<file path="src/rtl/plab2_proc_mem_port_arbiter_pkg.sv">
// Shared definitions for the imem/dmem memory port arbiter: port IDs and
// memory message widths matching the VC_MEM_REQ/RESP_MSG_NBITS layouts.
package plab2_proc_mem_port_arbiter_pkg;

  localparam logic PLAB2_PROC_ARB_PORT_IMEM = 1'b0;
  localparam logic PLAB2_PROC_ARB_PORT_DMEM = 1'b1;

  localparam int unsigned MEM_TYPE_NBITS = 3;
  localparam int unsigned MEM_TEST_NBITS = 2;

  // req = {type, opaque, addr, len, data}
  function automatic int unsigned mem_req_nbits(input int unsigned o, input int unsigned a,
                                                input int unsigned d);
    return MEM_TYPE_NBITS + o + a + $clog2(d / 8) + d;
  endfunction

  // resp = {type, opaque, test, len, data}
  function automatic int unsigned mem_resp_nbits(input int unsigned o, input int unsigned d);
    return MEM_TYPE_NBITS + o + MEM_TEST_NBITS + $clog2(d / 8) + d;
  endfunction

endpackage

</file>
<file path="src/rtl/plab2_proc_mem_port_arbiter_id_fifo.sv">
// One-bit-wide FIFO holding the port ID of every outstanding memory request,
// oldest at the head. Depth must be a power of two so pointers wrap naturally.
module plab2_proc_ArbIdFifo #(
  parameter int unsigned p_depth = 4
) (
  input  logic clk,
  input  logic reset,
  input  logic push_i,
  input  logic push_id_i,
  input  logic pop_i,
  output logic full_o,
  output logic empty_o,
  output logic head_o
);

  localparam int unsigned PTR_NB = $clog2(p_depth);
  localparam int unsigned CNT_NB = $clog2(p_depth + 1);

  logic [p_depth-1:0] ids_q, ids_d;
  logic [PTR_NB-1:0]  head_q, head_d, tail_q, tail_d;
  logic [CNT_NB-1:0]  count_q, count_d;
  logic               push_ok, pop_ok;

  assign full_o  = (count_q == CNT_NB'(p_depth));
  assign empty_o = (count_q == '0);
  assign head_o  = ids_q[head_q];

  assign push_ok = push_i & ~full_o;
  assign pop_ok  = pop_i & ~empty_o;

  always_comb begin
    ids_d   = ids_q;
    head_d  = head_q;
    tail_d  = tail_q;
    if (push_ok) begin
      ids_d[tail_q] = push_id_i;
      tail_d        = tail_q + PTR_NB'(1);
    end
    if (pop_ok) begin
      head_d = head_q + PTR_NB'(1);
    end
    count_d = count_q + CNT_NB'(push_ok) - CNT_NB'(pop_ok);
  end

  always_ff @(posedge clk) begin
    if (!reset) begin
      ids_q   <= '0;
      head_q  <= '0;
      tail_q  <= '0;
      count_q <= '0;
    end else begin
      ids_q   <= ids_d;
      head_q  <= head_d;
      tail_q  <= tail_d;
      count_q <= count_d;
    end
  end

endmodule

</file>
<file path="src/rtl/plab2_proc_mem_port_arbiter.sv">
// Merges the imem (port 0) and dmem (port 1) request streams onto one memory
// port with round-robin grant, and steers in-order responses back by port ID.
module plab2_proc_mem_port_arbiter
  import plab2_proc_mem_port_arbiter_pkg::*;
#(
  parameter int unsigned p_opaque_nbits = 8,
  parameter int unsigned p_addr_nbits   = 32,
  parameter int unsigned p_data_nbits   = 32,
  parameter int unsigned p_max_out      = 4,
  localparam int unsigned REQ_NB  = mem_req_nbits(p_opaque_nbits, p_addr_nbits, p_data_nbits),
  localparam int unsigned RESP_NB = mem_resp_nbits(p_opaque_nbits, p_data_nbits)
) (
  input  logic               clk,
  input  logic               reset,

  input  logic [REQ_NB-1:0]  in0_req_msg,
  input  logic               in0_req_val,
  output logic               in0_req_rdy,
  output logic [RESP_NB-1:0] in0_resp_msg,
  output logic               in0_resp_val,
  input  logic               in0_resp_rdy,

  input  logic [REQ_NB-1:0]  in1_req_msg,
  input  logic               in1_req_val,
  output logic               in1_req_rdy,
  output logic [RESP_NB-1:0] in1_resp_msg,
  output logic               in1_resp_val,
  input  logic               in1_resp_rdy,

  output logic [REQ_NB-1:0]  out_req_msg,
  output logic               out_req_val,
  input  logic               out_req_rdy,
  input  logic [RESP_NB-1:0] out_resp_msg,
  input  logic               out_resp_val,
  output logic               out_resp_rdy
);

  logic prio_q, prio_d;
  logic full, empty, head_id;
  logic grant0, grant1, push_id;
  logic req_fire, resp_fire;

  // Request side: full comes from the registered count only, so nothing on
  // the response side reaches these outputs combinationally.
  assign grant0 = in0_req_val & (~in1_req_val | (prio_q == PLAB2_PROC_ARB_PORT_IMEM));
  assign grant1 = in1_req_val & (~in0_req_val | (prio_q == PLAB2_PROC_ARB_PORT_DMEM));

  assign out_req_val = (in0_req_val | in1_req_val) & ~full;
  assign out_req_msg = grant1 ? in1_req_msg : in0_req_msg;
  assign in0_req_rdy = reset & grant0 & out_req_rdy & ~full;
  assign in1_req_rdy = reset & grant1 & out_req_rdy & ~full;

  assign req_fire = out_req_val & out_req_rdy;
  assign push_id  = grant1 ? PLAB2_PROC_ARB_PORT_DMEM : PLAB2_PROC_ARB_PORT_IMEM;

  always_comb begin
    prio_d = prio_q;
    if (req_fire) begin
      prio_d = ~push_id;
    end
  end

  always_ff @(posedge clk) begin
    if (!reset) begin
      prio_q <= PLAB2_PROC_ARB_PORT_IMEM;
    end else begin
      prio_q <= prio_d;
    end
  end

  // Response side: with nothing outstanding, memory responses are held off.
  assign in0_resp_msg = out_resp_msg;
  assign in1_resp_msg = out_resp_msg;
  assign in0_resp_val = out_resp_val & ~empty & (head_id == PLAB2_PROC_ARB_PORT_IMEM);
  assign in1_resp_val = out_resp_val & ~empty & (head_id == PLAB2_PROC_ARB_PORT_DMEM);
  assign out_resp_rdy = ~empty &
                        ((head_id == PLAB2_PROC_ARB_PORT_DMEM) ? in1_resp_rdy : in0_resp_rdy);
  assign resp_fire    = out_resp_val & out_resp_rdy;

  plab2_proc_ArbIdFifo #(
    .p_depth (p_max_out)
  ) u_id_fifo (
    .clk       (clk),
    .reset     (reset),
    .push_i    (req_fire),
    .push_id_i (push_id),
    .pop_i     (resp_fire),
    .full_o    (full),
    .empty_o   (empty),
    .head_o    (head_id)
  );

endmodule

</file>
<file path="config.mk">
export PLATFORM = sky130hd
export DESIGN_NAME = plab2_proc_mem_port_arbiter
export DESIGN_NICKNAME = d
export VERILOG_FILES = /design/src/rtl/plab2_proc_mem_port_arbiter_pkg.sv /design/src/rtl/plab2_proc_mem_port_arbiter_id_fifo.sv /design/src/rtl/plab2_proc_mem_port_arbiter.sv
export SDC_FILE = /design/constraint.sdc
export NUM_CORES = 1
export LEC_CHECK = 0
export ABC_CLOCK_PERIOD_IN_PS = 5000
export CORE_AREA = 4 4 148 150
export CTS_CLUSTER_SIZE = 25
export DETAILED_ROUTE_END_ITERATION = 8
export DIE_AREA = 0 0 152 154
export DONT_BUFFER_PORTS = 1
export SYNTH_ARGS = -nofsm -noshare
export SYNTH_HDL_FRONTEND = slang
export SYNTH_SLANG_ARGS = --single-unit
</file>
<file path="constraint.sdc">
create_clock -name clk -period 5 [get_ports clk]
set_input_delay 1 -clock clk [delete_from_list [all_inputs] [get_ports clk]]
set_output_delay 1 -clock clk [all_outputs]
set_load 0.03 [all_outputs]
</file>
==> flow_summary.toml, run 1 <==
[outcome]
status = "finished clean"

[global_route]
gr-usage-all-layers_pct = 6.04
antenna_found_initial = 8
grt_pass1_wl_mm = 10.4
grt_max_degree = 65
grt_pass1_vias = 1517
grt-ovfl-total = 0

[worst_setup_path]
r2r_end = "u_id_fifo.count_q[2]$_SDFF_PN0_"
r2r_slack_ns = 2.43
required_ns = 4.00
crit_path_end = "out_req_msg[50]"
cp_max_fo = 64
cp-startpoint = "in0_req_val"
worst-setup-path-type = "in2out"
startpoint_type = "input pin"
r2r-start = "u_id_fifo.head_q[1]$_SDFFE_PN0P_"
critPathCaptureType = "output port"
arrival_ns = 2.67
reg2reg_depth = 10

[sta]
final.min_clock_period_ns = 3.67
fmaxAchievable_ghz = 0.272
relSlewSlack_pct = 37.9
tightestPinTransition_ns = 0.924
fin_crit_sh_pct = 73.5
fin_ws_ns = 1.33
slew_viol_final = 0
finalSetupTns_ns = 0
rsz0062_at_grt = "no"
hold_viol = 0
setup_viol_count_final = 0
clock_skew_ns = 0.00243

[synth]
synth-warning-count = 0
synth_enable_flop_cells = 0
synth_area_leaders = "mux2_1 37%, buf_4 30%, dfxtp_1 10%"
synth.avg_cell_area_sq_um = 8.96
ys_ff_latch = 12
synthMostInstantiatedCell = "buf_4"
synth_cells = 259
synth.top_cell.area_share_pct = 37.4
synthArstFlopShare_pct = 0
synth_flop_cell = "dfxtp_1"
synth_fp_nets = 475
mappedNetlistArea_sq_mm = 0.00232
yosys.cell_types.count = 30
yosysSeqAreaShare_pct = 10.4
ys_top_cells_by_count = "94 x buf_4, 77 x mux2_1, 12 x dfxtp_1, 9 x buf_2, 9 x inv_1"
synth_top_cell_by_area = "mux2_1"

[finish]
fin_util_pct = 9.70
syn2layout_area_growth_pct = -13.5
nFillCells = 2371
fin_area_sq_mm = 0.00201
final_layout_size_suffix_gt1_share_pct = 7.55
nNetsFinal = 377

[floorplanning]
num_rows = 53
io_pins = 386
fp.dieH_um = 154
die_x_um = 152
initial_core_util_pct = 11.2
die_area_sq_mm = 0.0234
core-area_sq_mm = 0.0207

[clocking]
ctsLongestPathBuffers = 2
clkSlewWorstSetupHoldPaths_ns = 0.04
cts_sinks = 12
cts_hold_buf = 0
clock-root-buffer = "clkbuf_16"
cts_setup_buffers = 0
cts_tree = "yes"
numCtsBuffers = 3
ctsResizeCount = 0
clkLatencyLatePin_ns = 0.24
htreeDepth = 1

[drt]
drc = 0
wl_per_cell_um = 18.7
top_layer_used = "met5"
met3_length_mm = 1.12
drtAntennaViolNets = 0
via_per_inst = 3.35
met2WireLength_mm = 3.78
vias = 1464
drt_pass1_iterations = 4
routedLengthMet1_mm = 2.81
drt_iter0_drc = 39
routed_wl_mm = 8.19

[place]
dp_hpwl_mm = 7.38
place.gp.congestion = 0.804
dp_worst_setup_slack_ns = 1.31
place_area_sq_mm = 0.00192
port_buffers = 0

[hold_path]
hold_path.class = "reg2reg"

[pwr]
switching_share_pct = 49.9
irDropWorstVdd_mv = 0.0943
p_per_area_mw_per_mm2 = 324
intPower_mw = 0.326
pwr-share-clk_pct = 22.5
netSwitchingPower_mw = 0.324
power_frac_seq_pct = 21.1
p_leak_nw = 0.645
pwr-share-comb_pct = 56.4

[flow_run]
max_cap_viol_count = 0
[per-layer routing]
layer | vias to the layer above | track usage, %
li1 | 587 | -
met1 | 648 | 6.54
met4 | 4 | 3.72
met2 | 179 | 9.38
met5 | - | 0
met3 | 46 | 3.10
[per-stage QoR]
stage / hold slack (ns) / std cells / power, mW
after detailed placement: 0.467 / 431 / 0.507
after global routing: 0.514 / 437 / 0.699
after CTS: 0.472 / 434 / 0.655
after global placement: 0.460 / 431 / 0.503
after floorplan: 0.449 / 259 / 0.609
final: 0.474 / 437 / 0.650
[worst min path at each step]
stage | depth (start not counted) | endpoint | start
floorplan | 1 | prio_q$_SDFFE_PN0N_ | prio_q$_SDFFE_PN0N_
global placement | 2 | u_id_fifo.ids_q[3]$_SDFFE_PN0P_ | u_id_fifo.ids_q[3]$_SDFFE_PN0P_
detailed placement | 2 | u_id_fifo.ids_q[3]$_SDFFE_PN0P_ | u_id_fifo.ids_q[3]$_SDFFE_PN0P_
CTS | 2 | u_id_fifo.ids_q[3]$_SDFFE_PN0P_ | u_id_fifo.ids_q[3]$_SDFFE_PN0P_
global route | 2 | u_id_fifo.ids_q[0]$_SDFFE_PN0P_ | u_id_fifo.ids_q[0]$_SDFFE_PN0P_
finish | 2 | u_id_fifo.ids_q[3]$_SDFFE_PN0P_ | u_id_fifo.ids_q[3]$_SDFFE_PN0P_
[final cells by class]
cell class	count	area [sq um]	area share, %
multi-input cells	131	1290	64.2
well taps	275	344	17.1
inverters	12	45.0	2.24
clock buffers	3	75.1	3.74
flip-flops and latches	12	240	12.0
repair buffers	1	7.51	0.374
diodes	3	7.51	0.374
[cell usage in the layout, fill, tap and decap left out]
cell type,count
a311oi_1,1
o21a_1,1
o21ai_1,4
mux2i_1,3
and3_1,1
nor2b_1,1
buf_4,1
nand2_1,3
clkbuf_16,3
o311ai_0,2
nor3b_2,1
and2_1,2
mux2_1,77
o211ai_2,1
ha_1,6
a21oi_1,5
o21a_4,1
diode_2,3
xnor2_1,2
inv_1,9
mux4_2,1
inv_2,3
nand3_1,4
dfxtp_1,12
nand2b_1,2
nor3_1,2
or3b_1,1
fa_1,1
xor2_1,1
nor2_1,7
mux2i_2,1
[worst max-delay path, stage by stage]
cell	delay (ns)
inv_2	0.04
o21a_4	0.69
buf_4	0.42
mux2_1	0.50
[logic make-up (layout without fill, tap and decap cells)]
kind of cell             Yosys count  after routing  share of synthesized area (%)
AND/OR/NAND/NOR                   24             24                           5.45
buffers and inverters            116             16                           34.5
XOR/XNOR                           3              3                           1.13
flip-flops                        12             12                           10.4
other                              0              3                              0
AO/OA/AOI/OAI                     15             15                           4.26
adder cells (fa/ha/maj)            7              7                           4.10
multiplexers                      82             82                           40.2
[state kept, by name (all words and copies together) (netlist names)]
register           count
prio_q                 1
u_id_fifo.head_q       2
u_id_fifo.ids_q        4
u_id_fifo.tail_q       2
u_id_fifo.count_q      3
[power by group through the flow]
stage	Sequential, mW	Combinational [mW]	Clock [mW]
floorplan	0.134	0.475	0
global placement	0.138	0.365	0
detailed placement	0.139	0.368	0
CTS	0.137	0.371	0.148
global route	0.141	0.403	0.154
finish	0.137	0.367	0.146
Note: power is estimated with default switching activity, not from simulation.
==> run 2, diff against run 1 <==
Settings changed: ABC_CLOCK_PERIOD_IN_PS 5000 to 3190, CORE_AREA 4 4 148 150 to 4 4 149 151, DIE_AREA 0 0 152 154 to 0 0 153 155.
Clock period 5 ns to 3.19 ns, I/O delays scaled along.
==> flow_summary.toml, run 2 (same netlist as run 1, synthesis figures left out) <==
[outcome]
status = "finished clean"

[global_route]
grt-ovfl-total = 0
antenna_found_initial = 2
gr-usage-all-layers_pct = 5.88
grt_pass1_vias = 1402
grt_pass1_wl_mm = 10.2
grt_max_degree = 84

[pwr]
finalPower_mw = 1.06
p_leak_nw = 0.661
irDropWorstVdd_mv = 0.148
p_per_area_mw_per_mm2 = 521

[finish]
layout.cells.non_filler = 436
fin_area_sq_mm = 0.00203
syn2layout_area_growth_pct = -12.4
nNetsFinal = 378
top_register = "u_id_fifo.ids_q"
largest_reg_flops = 4
final_common_cell = "mux2_1"
top_regs = "u_id_fifo.ids_q (4), u_id_fifo.count_q (3)"
num_antenna_cells = 0
fin_util_pct = 9.76
final_layout_size_suffix_gt1_share_pct = 8.70
final_cell_mix = "77 x mux2_1, 12 x dfxtp_1, 9 x inv_1"

[floorplanning]
die_x_um = 153
fp.dieH_um = 155
num_rows = 53
die_area_sq_mm = 0.0237
initial_core_util_pct = 11.1
io_pins = 386
core-area_sq_mm = 0.0208

[sta]
setup_viol_count_final = 0
finalSetupTns_ns = 0
final.min_clock_period_ns = 2.52
tightestPinTransition_ns = 0.568
fmaxAchievable_ghz = 0.396
hold_viol = 0
relSlewSlack_pct = 62.0
slew_viol_final = 0
clock_skew_ns = 0.00371
rsz0062_at_grt = "no"
fin_crit_sh_pct = 79.1

[clocking]
htreeDepth = 1
ctsLongestPathBuffers = 2
cts_setup_buffers = 0
numCtsBuffers = 3
clkSlewWorstSetupHoldPaths_ns = 0.04
ctsResizeCount = 0
clock-root-buffer = "clkbuf_16"
cts_tree = "yes"
cts_hold_buf = 0
cts_sinks = 12
clkLatencyLatePin_ns = 0.24

[drt]
drtAntennaViolNets = 0
via_per_inst = 3.26
routed_wl_mm = 8.19
wl_per_cell_um = 18.8
drt_iter0_drc = 30
vias = 1421
drc = 0
drt_pass1_iterations = 4

[place]
place_area_sq_mm = 0.00194
dp_hpwl_mm = 7.44
port_buffers = 0
place.gp.congestion = 0.889
dp.cells = 432

[worst_setup_path]
cp_max_fo = 4
critPathCaptureType = "flop"
worst-setup-path-type = "reg2reg"
cp_slowest_cell = "mux4_2"
crit_chain = "mux4_2, mux2i_2, ha_1, inv_1, ha_1, inv_1, fa_1, xor2_1, xnor2_1, nor2_1"
arrival_ns = 2.65
required_ns = 3.32
r2r_slack_ns = 0.67
crit_family = "multiplexers"
startpoint_type = "flop"
path_buf_inv = 2
critical-path-max-stage-delay_ns = 0.57

[hold_path]
hold_path.class = "reg2reg"

[flow_run]
max_cap_viol_count = 0
==> run 2: cell types whose count changed in the layout (fill, tap and decap cells not counted) <==
| cell | before | now |
|---|---|---|
| diode_2 | 3 | 0 |
| buf_12 | 0 | 1 |
| clkbuf_8 | 0 | 1 |
==> run 2: path summary, 6_finish.rpt <==
check | startpoint | to | depth (start not counted)
max reg2reg | u_id_fifo.head_q[1]$_SDFFE_PN0P_ | u_id_fifo.count_q[2]$_SDFF_PN0_ | 10
max | u_id_fifo.head_q[1]$_SDFFE_PN0P_ | u_id_fifo.count_q[2]$_SDFF_PN0_ | 10
min reg2reg | u_id_fifo.ids_q[3]$_SDFFE_PN0P_ | u_id_fifo.ids_q[3]$_SDFFE_PN0P_ | 2
min | u_id_fifo.ids_q[3]$_SDFFE_PN0P_ | u_id_fifo.ids_q[3]$_SDFFE_PN0P_ | 2
==> run 2: area by class of cell <==
type	count	area (sq um)
Clock buffer	4	88.8
Fill cell	2406	18800
Inverter	12	45.0
Multi-Input combinational cell	131	1290
Sequential cell	12	240
Tap cell	275	344
Timing Repair Buffer	2	27.5
==> run 2: routing by layer <==
layer	global-route usage (%)	routed length (um)	vias up
met5	1.66	54	-
met4	2.76	316	2
met3	3.87	1360	33
met2	8.43	3510	154
met1	6.64	2960	646
li1	-	-	586
==> run 2: through the flow <==
stage | worst slack, ns | hold slack (ns)
finish | 0.668 | 0.476
global route | 0.512 | 0.518
CTS | 0.657 | 0.476
detailed placement | 0.668 | 0.470
global placement | 0.716 | 0.468
floorplan | 0.703 | 0.449
==> run 2: worst reg2reg max path: cells and delay by family (launching register included) <==
kind | cells | cell delay, ns
multiplexers | 2 | 0.83
adder cells (fa/ha/maj) | 3 | 0.78
flip-flops | 1 | 0.35
XOR/XNOR | 2 | 0.29
buffers and inverters | 2 | 0.11
AND/OR/NAND/NOR | 1 | 0.06
==> run 2: where the power goes <==
part	total, mW	switching [mW]	internal (mW)
clock	0.253	0.0641	0.189
combinational	0.589	0.418	0.172
sequential	0.216	0.0339	0.182
==> run 3, diff against run 2 <==
Settings changed: ABC_CLOCK_PERIOD_IN_PS 3190 to 2200.
Clock period 3.19 ns to 2.2 ns, I/O delays scaled along.
==> flow_summary.toml, run 3 (same netlist as run 1, synthesis figures left out) <==
[outcome]
status = "finished, violations left"
violations = "negative setup slack"

[worst_setup_path]
arrival_ns = 2.50
worst-setup-path-type = "reg2reg"
required_ns = 2.32
startpoint_type = "flop"
cp_max_fo = 2
critPathCaptureType = "flop"

[global_route]
grt-busiest-layer = "met2"
grt_use_met3_pct = 3.92
use_met1_pct = 6.24
grt_max_degree = 58
grt_pass1_wl_mm = 9.90
grt-ovfl-total = 0
grt_pass1_vias = 1464
gr-usage-all-layers_pct = 5.69
antenna_found_initial = 0
met2_usage_pct = 8.39

[floorplanning]
fp.dieH_um = 155
initial_core_util_pct = 11.1
core-area_sq_mm = 0.0208
num_rows = 53
die_x_um = 153
io_pins = 386
die_area_sq_mm = 0.0237

[pwr]
pwr-share-clk_pct = 22.3
power_frac_seq_pct = 18.3
netSwitchingPower_mw = 0.777
intPower_mw = 0.877
p_leak_nw = 0.737
irDropWorstVdd_mv = 0.280
switching_share_pct = 47.0
pwr-share-comb_pct = 59.4
p_per_area_mw_per_mm2 = 765

[finish]
final_cell_mix = "74 x mux2_1, 11 x buf_4, 11 x dfxtp_1"
nNetsFinal = 390
syn2layout_area_growth_pct = -6.80
top_register = "u_id_fifo.ids_q"
num_antenna_cells = 0
fin_util_pct = 10.4
largest_reg_flops = 4
final_layout_size_suffix_gt1_share_pct = 20.2
fin_area_sq_mm = 0.00216
top_regs = "u_id_fifo.ids_q (4), u_id_fifo.count_q (3)"
final_common_cell = "mux2_1"

[place]
place_area_sq_mm = 0.00202
port_buffers = 0
dp_hpwl_mm = 7.05
place.gp.congestion = 0.774

[drt]
routed_wl_mm = 8.00
wl_per_cell_um = 17.9
vias = 1459
via_per_inst = 3.26
drt_iter0_drc = 17
drc = 0
drtAntennaViolNets = 0
drt_pass1_iterations = 4

[sta]
fin_ws_ns = -0.172
fmaxAchievable_ghz = 0.422
rsz0062_at_grt = "yes"
finalSetupTns_ns = -0.219
tightestPinTransition_ns = 0.396
hold_viol = 0
relSlewSlack_pct = 73.3
setup_viol_count_final = 2
slew_viol_final = 0
clock_skew_ns = 0.000641
fin_crit_sh_pct = 108
final.min_clock_period_ns = 2.37

[clocking]
cts_sinks = 12
ctsLongestPathBuffers = 2
clkLatencyLatePin_ns = 0.24
clkSlewWorstSetupHoldPaths_ns = 0.04
numCtsBuffers = 3
cts_hold_buf = 0
cts_tree = "yes"
clock-root-buffer = "clkbuf_16"
htreeDepth = 1

[flow_run]
max_cap_viol_count = 0

[hold_path]
hold_path.class = "in2reg"
==> run 3: timing repair <==
action	in CTS	in global routing
endpoints found under the hold margin	0	0
gates resized for setup	3	7
setup buffers	1	0
pin swaps	0	3
gates cloned	0	1
endpoints found under the setup margin	4	74
==> run 3: layout make-up <==
| cell class | instances | area (sq um) |
|---|---|---|
| clock buffers | 4 | 88.8 |
| fillers | 2409 | 18700 |
| inverters | 12 | 45.0 |
| multi-input cells | 131 | 1300 |
| flip-flops and latches | 12 | 241 |
| well taps | 275 | 344 |
| repair buffers | 14 | 146 |
==> run 3: routing by layer <==
metal / part of all wire (%) / up-vias
met4: 4.2 / 0
met1: 36 / 671
met3: 15 / 28
li1: - / 610
met5: 0 / -
met2: 44 / 150
==> run 3: power groups by stage <==
stage | Clock (mW) | Sequential, mW | Combinational (mW)
6_report | 0.368 | 0.303 | 0.982
5_1_grt | 0.390 | 0.314 | 1.06
4_1_cts | 0.377 | 0.303 | 0.963
3_5_place_dp | 0 | 0.307 | 0.948
3_3_place_gp | 0 | 0.301 | 0.947
2_1_floorplan | 0 | 0.305 | 1.08
==> run 3: critical path: stages (launching register included) <==
cell	delay [ns]
dfxtp_2	0.33
mux4_2	0.53
mux2i_2	0.18
ha_1	0.31
inv_1	0.05
ha_1	0.15
inv_2	0.04
fa_2	0.32
xor2_1	0.16
xnor2_1	0.13
nor2_1	0.05
==> run 3: path summary, 6_finish.rpt <==
path	slack [ns]	endpoint	startpoint	cells past startpoint
hold / removal	0.32	u_id_fifo.count_q[0]$_SDFF_PN0_	reset	1
setup reg to reg	-0.17	u_id_fifo.count_q[2]$_SDFF_PN0_	u_id_fifo.head_q[1]$_SDFFE_PN0P_	10
setup / recovery	-0.17	u_id_fifo.count_q[2]$_SDFF_PN0_	u_id_fifo.head_q[1]$_SDFFE_PN0P_	10
hold reg to reg	0.48	u_id_fifo.ids_q[3]$_SDFFE_PN0P_	u_id_fifo.ids_q[3]$_SDFFE_PN0P_	2
==> run 3: through the flow <==
stage	setup slack, ns	std cells	hold slack [ns]	power, mW
finish	-0.172	448	0.322	1.65
global placement	-0.118	442	0.469	1.25
CTS	-0.182	447	0.318	1.64
floorplan	-0.146	259	0.449	1.39
detailed placement	-0.176	442	0.473	1.26
global route	-0.267	448	0.321	1.76
